## config.mk

```make
export PLATFORM = sky130hd
export DESIGN_NAME = lc3b_fetch_stage_flat
export DESIGN_NICKNAME = d
export VERILOG_FILES = /design/src/rtl/lc3b_fetch_stage_pkg.sv /design/src/rtl/lc3b_fetch_stage_if.sv /design/src/rtl/lc3b_fetch_stage_skid.sv /design/src/rtl/lc3b_fetch_stage.sv /design/src/flat_wrapper.sv
export SDC_FILE = /design/constraint.sdc
export NUM_CORES = 1
export LEC_CHECK = 0
export CAP_MARGIN = 20
export CORE_MARGIN = 4
export CORE_UTILIZATION = 55
export CTS_CLUSTER_DIAMETER = 50
export CTS_CLUSTER_SIZE = 14
export DETAILED_ROUTE_END_ITERATION = 16
export GPL_TIMING_DRIVEN = 0
export PLACE_DENSITY = 0.79
export SLEW_MARGIN = 20
export SYNTH_ARGS = -nofsm -noshare
export SYNTH_HDL_FRONTEND = slang
export SYNTH_HIERARCHICAL = 1
export SYNTH_SLANG_ARGS = --single-unit
```

## constraint.sdc

```tcl
create_clock -name clk -period 7.55 [get_ports clk]
set_input_delay 1.51 -clock clk [delete_from_list [all_inputs] [get_ports clk]]
set_output_delay 1.51 -clock clk [all_outputs]
set_load 0.01 [all_outputs]
```

## src/rtl/lc3b_fetch_stage_pkg.sv

```systemverilog
// Shared types for the LC-3b instruction-fetch stage: the IF/ID payload and the fetch FSM states.
package lc3b_fetch_stage_pkg;
  typedef logic [15:0] lc3b_word;

  typedef struct packed {
    lc3b_word pc;
    lc3b_word pc_plus2;
    lc3b_word ir;
  } lc3b_if_id;

  typedef enum bit [1:0] {if_fetch, if_drain, if_hold} lc3b_fetch_state;

  function automatic lc3b_word word_align(lc3b_word a);
    return {a[15:1], 1'b0};
  endfunction
endpackage

```

## src/rtl/lc3b_fetch_stage_if.sv

```systemverilog
// Fetch-stage bus: instruction-memory read handshake, decode-side hand-off and redirect.
interface lc3b_fetch_stage_if;
  import lc3b_fetch_stage_pkg::*;

  logic     imem_read;
  lc3b_word imem_address;
  logic     imem_resp;
  lc3b_word imem_rdata;
  logic     stall_in;
  logic     redirect;
  lc3b_word redirect_pc;
  logic     if_valid;
  lc3b_word if_ir;
  lc3b_word if_pc;
  lc3b_word if_pc_plus2;

  modport master (
    output imem_read, imem_address, if_valid, if_ir, if_pc, if_pc_plus2,
    input  imem_resp, imem_rdata, stall_in, redirect, redirect_pc
  );

  modport slave (
    input  imem_read, imem_address, if_valid, if_ir, if_pc, if_pc_plus2,
    output imem_resp, imem_rdata, stall_in, redirect, redirect_pc
  );
endinterface

```

## src/rtl/lc3b_fetch_stage_skid.sv

```systemverilog
// One-entry skid buffer holding a fetched instruction while decode is stalled.
module lc3b_fetch_skid
  import lc3b_fetch_stage_pkg::*;
(
  input  logic      clk,
  input  logic      reset,
  input  logic      load,
  input  logic      flush,
  input  lc3b_if_id din,
  output logic      valid,
  output lc3b_if_id dout
);
  always_ff @(posedge clk or posedge reset) begin
    if (reset) begin
      valid <= 1'b0;
      dout  <= '0;
    end else if (flush) begin
      valid <= 1'b0;
    end else if (load) begin
      valid <= 1'b1;
      dout  <= din;
    end
  end
endmodule

```

## src/rtl/lc3b_fetch_stage.sv

```systemverilog
// LC-3b IF stage: owns the PC, runs the imem read handshake, absorbs decode stalls
// with a skid entry and drains any in-flight read after a redirect.
module lc3b_fetch_stage
  import lc3b_fetch_stage_pkg::*;
#(
  parameter lc3b_word RESET_PC = 16'h0000
) (
  input  logic clk,
  input  logic reset,
  lc3b_fetch_stage_if.master bus
);
  lc3b_fetch_state state_q, state_d;
  lc3b_word        pc_q, pc_d;
  lc3b_word        stale_q, stale_d;
  lc3b_if_id       slot_q, slot_d;
  logic            valid_q, valid_d;
  logic            skid_load, skid_flush, skid_valid;
  lc3b_if_id       skid_q;

  lc3b_word  pc_plus2;
  lc3b_if_id fetched;
  logic      consume, slot_free;

  assign pc_plus2  = pc_q + 16'd2;
  assign fetched   = {pc_q, pc_plus2, bus.imem_rdata};
  assign consume   = valid_q & ~bus.stall_in;
  assign slot_free = ~valid_q | consume;

  lc3b_fetch_skid u_skid (
    .clk   (clk),
    .reset (reset),
    .load  (skid_load),
    .flush (skid_flush),
    .din   (fetched),
    .valid (skid_valid),
    .dout  (skid_q)
  );

  always_ff @(posedge clk or posedge reset) begin
    if (reset) state_q <= if_fetch;
    else       state_q <= state_d;
  end

  always_comb begin
    state_d    = state_q;
    pc_d       = pc_q;
    stale_d    = stale_q;
    slot_d     = slot_q;
    valid_d    = valid_q;
    skid_load  = 1'b0;
    skid_flush = 1'b0;
    if (bus.redirect) begin
      // A read already on the bus must complete; its address is parked in stale_q.
      valid_d    = 1'b0;
      skid_flush = 1'b1;
      pc_d       = word_align(bus.redirect_pc);
      case (state_q)
        if_fetch: if (!bus.imem_resp) begin
          stale_d = pc_q;
          state_d = if_drain;
        end
        if_drain: if (bus.imem_resp) state_d = if_fetch;
        default:  state_d = if_fetch;
      endcase
    end else begin
      if (consume) valid_d = 1'b0;
      case (state_q)
        if_fetch: if (bus.imem_resp) begin
          pc_d = pc_plus2;
          if (slot_free) begin
            slot_d  = fetched;
            valid_d = 1'b1;
          end else begin
            skid_load = 1'b1;
            state_d   = if_hold;
          end
        end
        if_hold: if (consume) begin
          if (skid_valid) begin
            slot_d  = skid_q;
            valid_d = 1'b1;
          end
          skid_flush = 1'b1;
          state_d    = if_fetch;
        end
        if_drain: if (bus.imem_resp) state_d = if_fetch;
        default:  state_d = if_fetch;
      endcase
    end
  end

  always_ff @(posedge clk or posedge reset) begin
    if (reset) begin
      pc_q    <= word_align(RESET_PC);
      stale_q <= '0;
      slot_q  <= '0;
      valid_q <= 1'b0;
    end else begin
      pc_q    <= pc_d;
      stale_q <= stale_d;
      slot_q  <= slot_d;
      valid_q <= valid_d;
    end
  end

  assign bus.imem_read    = ~reset & (state_q != if_hold);
  assign bus.imem_address = (state_q == if_drain) ? stale_q : pc_q;
  assign bus.if_valid     = valid_q;
  assign bus.if_ir        = slot_q.ir;
  assign bus.if_pc        = slot_q.pc;
  assign bus.if_pc_plus2  = slot_q.pc_plus2;
endmodule

```

## src/flat_wrapper.sv

```systemverilog
// flat-port wrapper written by rule: the top's interface ports become plain ports
module lc3b_fetch_stage_flat import lc3b_fetch_stage_pkg::*;
#(
  parameter lc3b_word RESET_PC = 16'h0000
)
  (clk, reset, bus_imem_read, bus_imem_address, bus_if_valid, bus_if_ir, bus_if_pc, bus_if_pc_plus2, bus_imem_resp, bus_imem_rdata, bus_stall_in, bus_redirect, bus_redirect_pc);
  lc3b_fetch_stage_if bus_i ();
  input  logic clk;
  input  logic reset;
  output wire logic [$bits(bus_i.imem_read)-1:0] bus_imem_read;
  output wire logic [$bits(bus_i.imem_address)-1:0] bus_imem_address;
  output wire logic [$bits(bus_i.if_valid)-1:0] bus_if_valid;
  output wire logic [$bits(bus_i.if_ir)-1:0] bus_if_ir;
  output wire logic [$bits(bus_i.if_pc)-1:0] bus_if_pc;
  output wire logic [$bits(bus_i.if_pc_plus2)-1:0] bus_if_pc_plus2;
  input wire logic [$bits(bus_i.imem_resp)-1:0] bus_imem_resp;
  input wire logic [$bits(bus_i.imem_rdata)-1:0] bus_imem_rdata;
  input wire logic [$bits(bus_i.stall_in)-1:0] bus_stall_in;
  input wire logic [$bits(bus_i.redirect)-1:0] bus_redirect;
  input wire logic [$bits(bus_i.redirect_pc)-1:0] bus_redirect_pc;
  assign bus_imem_read = bus_i.imem_read;
  assign bus_imem_address = bus_i.imem_address;
  assign bus_if_valid = bus_i.if_valid;
  assign bus_if_ir = bus_i.if_ir;
  assign bus_if_pc = bus_i.if_pc;
  assign bus_if_pc_plus2 = bus_i.if_pc_plus2;
  assign bus_i.imem_resp = bus_imem_resp;
  assign bus_i.imem_rdata = bus_imem_rdata;
  assign bus_i.stall_in = bus_stall_in;
  assign bus_i.redirect = bus_redirect;
  assign bus_i.redirect_pc = bus_redirect_pc;
  lc3b_fetch_stage #(.RESET_PC(RESET_PC)) u_core (.clk(clk), .reset(reset), .bus(bus_i));
endmodule
```

* After elaboration in Yosys (flattened, before gate mapping) *
Index checks and enable logic that the tools add are counted.

word-level totals
  input bits = 37
  word-level logic and storage cells = 75
  output and inout bits = 66
  register bits after elaboration = 132

cells by class
  equal/unequal tests = 11
  add/subtract/negate cells = 1
  reduce and logical (&&, ||, !) cells = 10
  multiplexer cells = 33
  bitwise logic cells = 9

operators with widths
  cell                     count
  $mux W48                 4
  $pmux W48 S2             1
  $mux W16                 4
  $add A16 B2 Y16 const B  1
  $mux W1                  15
  $mux W2                  6
  $ne A3 B3 Y1 const B     3
  $reduce_bool A2 Y1       4
  $ne A2 B2 Y1 const B     3
  $not A1 Y1               6
  $pmux W2 S3              1
  $reduce_and A6 Y1        1
  $ne A2 B1 Y1 const B     2
  $pmux W2 S2              1
  $reduce_and A2 Y1        2
  $reduce_and A4 Y1        1
  $ne A3 B2 Y1 const B     1
  $reduce_and A3 Y1        1
  $and A1 B1 Y1            2
  $eq A2 B1 Y1 const B     1
  $eq A2 B2 Y1 const B     1
  $logic_not A2 Y1         1
  $pmux W1 S2              1
  $or A1 B1 Y1             1

* Depth between registers and ports, before layout *
  depth in word-level cells = 9
  gate-level depth with buffers = 10
  mapped depth without buffers = 6

* Hierarchy *
The synthesis kept the hierarchy.

modules (own cells, without submodules)
  module            cells each  area each (um^2)  seq. area each (um^2)  instances
  lc3b_fetch_stage  446         4,314.1           2,026.9                1
  lc3b_fetch_skid   106         1,933.1           1,226.2                1

* Worst setup path after synthesis *
No wires, ideal clock.

  kind = input to register
  start point = input bus_imem_resp
  end point = register u_core/u_skid/dout[18] in the netlist's numbering
  slack = 4,253 ps
  stages = 8
  buffers on the path = 4
  arrival time = 3,172 ps
  cells stage by stage = or3b_1 -> buf_2 -> clkbuf_1 -> nor3_1 -> nor2b_4 -> buf_6 -> buf_12 -> mux2_4

between the ends
  cells in the longest elaborated chain, start to end = 4

ends and longest elaborated chain
  item                                RTL line                     RTL
  from (decl)                         flat_wrapper.sv:16           input wire logic [$bits(bus_i.imem_resp)-1:0] bus_imem_resp;
  $mux W1                             lc3b_fetch_stage.sv:68       if_fetch: if (bus.imem_resp) begin
  $mux W1                             lc3b_fetch_stage.sv:67       case (state_q)
  $mux W1                             lc3b_fetch_stage.sv:52       if (bus.redirect) begin
  net u_core.skid_load                lc3b_fetch_stage.sv:17       logic skid_load, skid_flush, skid_valid;
  $reduce_and A2 Y1 (no source line)  --
  to (signal assigned)                lc3b_fetch_stage_skid.sv:21  dout <= din;
  to (decl)                           lc3b_fetch_stage_skid.sv:11  output lc3b_if_id dout

The timed path passes the listed nets, and every way through them passes these cells.
A chain may end at the register's enable or synchronous reset.

* Worst setup path in the final report *
  start point = register u_core.state_q[0]
  end point = output bus_imem_address[13]

between the ends
  cells in the longest elaborated chain, start to end = 2

ends and longest elaborated chain
  item                    RTL line                 RTL
  from (decl)             lc3b_fetch_stage.sv:12   lc3b_fetch_state state_q, state_d;
  from (signal assigned)  lc3b_fetch_stage.sv:40   if (reset) state_q <= if_fetch;
  from (signal assigned)  lc3b_fetch_stage.sv:41   else state_q <= state_d;
  $eq A2 B1 Y1            lc3b_fetch_stage.sv:107  assign bus.imem_address = (state_q == if_drain) ? stale_q : pc_q;
  $mux W16                lc3b_fetch_stage.sv:107
  to (decl)               flat_wrapper.sv:11       output wire logic [$bits(bus_i.imem_address)-1:0] bus_imem_address;

Every way passes these cells.

==> summary.txt <==
Psw: 0.619 mW
detailed-route via count: 4,916
Worst Tran Pin Value: 0.916 ns
Final TNS setup: 0 ns
Peak Freq: 230 MHz
CP Launch Type: register
internal power of the cells: 1.80 mW
ys async rst share: 100%
reg2reg start: u_core/state_q[1]
Clock Skews: 0.00713 ns
RSZ-0062 raised after global routing: false
slew margin rel.: 38.7%
setup violators final: 0
Cells after Synth: 552
Non-Filler Instances: 827
CTS max path bufs: 2
Post-Syn Area: 6250 um2
fin nets: 713
CTS root buffer: clkbuf_16
worst hold path class: register to register
#FFs+latches synth: 130
Post-synth top flop: dfrtp_1
Total Wirelength: 16,300 um
TritonCTS clock tree: done
post_cts resized: 0
Avg Cell Area, Syn: 11.3 um2
total of max-cap violations: 0
core area: 11,000 um2
Hold Vio Cnt, Final: 0
leak pwr: 3.47 nW
DRC Markers: 0
design area: 8180 um2
worst-case reg-to-reg path depth: 10
DP HPWL: 11,000 um
# Post-CTS Setup Buffers: 0
Slew Limit Fails: 0
DR vias/cell: 5.94
Critical Path RT: 6.04 ns
crit share post-route: 57.6%
CP Launch Point: u_core/state_q[0]
Clock power frac: 40.9%
initial antenna violation count: 0
combinational fraction of design power: 21.3%
CTS buffer count: 17
Post-CTS Hold Fix Bufs: 0
Setup CP Type: register to primary output
vias in the first global route: 5,160
CP endpoint kind: primary output
diode count: 0
Worst-Skew Late Latency: 0.42 ns
Synth Warn #: 6
crit path max fanout: 10
IO Count: 103
Sink Count: 130
Yosys cell types: 47
die area: 13,100 um2
area grow syn2layout: 31.0%
first-pass GRT wire length: 26,200 um
height of the die: 115 um
# placed instances: 796
EDFF count, synth: 0
Placed Instance Area: 7470 um2
CTS clk-pin slew, worst paths: 0.06 ns
Arr. time, crit path: 2.84 ns
Initial Utilization: 56.9%
ANT nets after route: 0
dpl ws: 3.32 ns
Max H-tree Level: 4
utilization after layout: 74.5%
Iteration-0 DRC Markers: 409
Die W: 115 um
Overall Global Routing Usage: 25.7%
hold path start: u_core/pc_q[3]
final setup margin: 3.20 ns
status: complete, no violations
Final Wtd Congestion: 0.873
first-pass iteration count of the detailed router: 7
PwrDens: 295 nW/um2
Sw Ratio: 25.6%
VDD IR max: 0.156 mV
GR Overflow Total: 0
Tmin final: 4.35 ns
Site Rows: 38
register area share after synthesis: 52.1%
Hold Path Depth: 1
Reg power frac: 37.7%
Port Buffers: 100
layout cells sized above 1: 19.5%
largest net degree at the start of global routing: 43
WL/cell: 19.7 um
[final cells by class]
cell class,instances,area [um2]
flip-flops and latches,130,3250
fillers,751,2800
multi-input cells,368,2720
repair buffers,102,1040
clock buffers,17,425
clock inverters,14,285
plain buffers,45,240
well taps,140,175
inverters,11,43.8
[through the flow]
step           hold WS, ns  total power, mW
5_1_grt              0.513             2.52
4_1_cts              0.502             2.43
2_1_floorplan        0.452             1.17
6_report             0.500             2.42
3_5_place_dp         0.488             1.43
3_3_place_gp         0.461             1.41
[power by group through the flow]
stage / sequential [mW] / clock [mW] / combinational (mW)
3_3_place_gp: 0.912 / 0 / 0.493
4_1_cts: 0.911 / 0.999 / 0.518
3_5_place_dp: 0.920 / 0 / 0.510
2_1_floorplan: 0.931 / 0 / 0.238
6_report: 0.912 / 0.990 / 0.516
5_1_grt: 0.928 / 1.04 / 0.556
[layer usage]
metal / share of wire, % / global-route usage [%]
met2: 49 / 41.9
met1: 42 / 34.1
met5: 0 / 0
met3: 7.3 / 5.34
met4: 1.7 / 9.18
[state kept, by name (all words and copies together), names as in the netlist]
register,count
u_core/bus.if_ir,16
u_core/bus.if_pc,16
u_core/bus.if_pc_plus2,16
u_core/bus.if_valid,1
u_core/pc_q,15
u_core/stale_q,15
u_core/state_q,2
u_core/u_skid/dout,48
u_core/u_skid/valid,1
[synth_stat cells (3+ instances only)]
library cell  count  share of area, %
dfrtp_1         130                52
o21ai_0          95               7.6
mux2_2           56                10
mux2i_1          33               5.3
nand2_1          32               1.9
clkbuf_1         26               1.6
mux2_4           20               4.8
nor2_1           18               1.1
xnor2_1          15               2.1
nor3_1           13               1.0
inv_1            11              0.66
buf_2             9              0.72
nand4_1           9              0.90
a21oi_1           8              0.64
nand3_1           8              0.64
o211ai_1          7              0.84
a31oi_1           5              0.50
o31ai_1           5              0.60
or4_1             5              0.60
nor4_1            4              0.40
a211o_1           3              0.42
buf_4             3              0.36
nor2b_1           3              0.30
or3_1             3              0.30
xor2_1            3              0.42
[layout by cell type (no fill, tap or decap), types with 9 or more instances in the layout]
cell | netlist | layout
buf_2 | 9 | 9
clkbuf_1 | 26 | 26
clkbuf_16 | 0 | 17
clkdlybuf4s50_1 | 0 | 100
dfrtp_1 | 130 | 130
inv_1 | 11 | 9
mux2_2 | 56 | 56
mux2_4 | 20 | 20
mux2i_1 | 33 | 33
nand2_1 | 32 | 32
nand4_1 | 9 | 9
nor2_1 | 18 | 18
nor3_1 | 13 | 13
o21ai_0 | 95 | 95
xnor2_1 | 15 | 15
[critical path, cell delays in order (launching register included)]
cell             delay (ns)
dfrtp_1                0.33
buf_2                  0.20
nor2b_1                0.18
clkbuf_1               0.46
clkbuf_1               0.39
mux2_2                 0.39
clkdlybuf4s50_1        0.48
[worst paths after layout]
path,end,slack [ns]
worst min register to register,u_core/u_skid/dout[35],0.50
worst min-delay path,u_core/u_skid/dout[35],0.50
min in group asynchronous,u_core/u_skid/dout[6],1.58
worst max register to register,u_core/u_skid/dout[37],4.78
worst max-delay path,bus_imem_address[13],3.20
max in group asynchronous,u_core/bus.if_ir[15],5.36
[cells by family after synthesis]
logic type,after synthesis,share of synthesized area [%]
other,1,0.0600
and+or+nand+nor,105,8.55
buffers and inverters,56,4.51
adders and majority gates,1,0.200
AOI/OAI and AO/OA,131,11.7
muxes,110,20.4
xor gates and xnor gates,18,2.52
DFF,130,52.1
(Power assumes the default switching activity.)
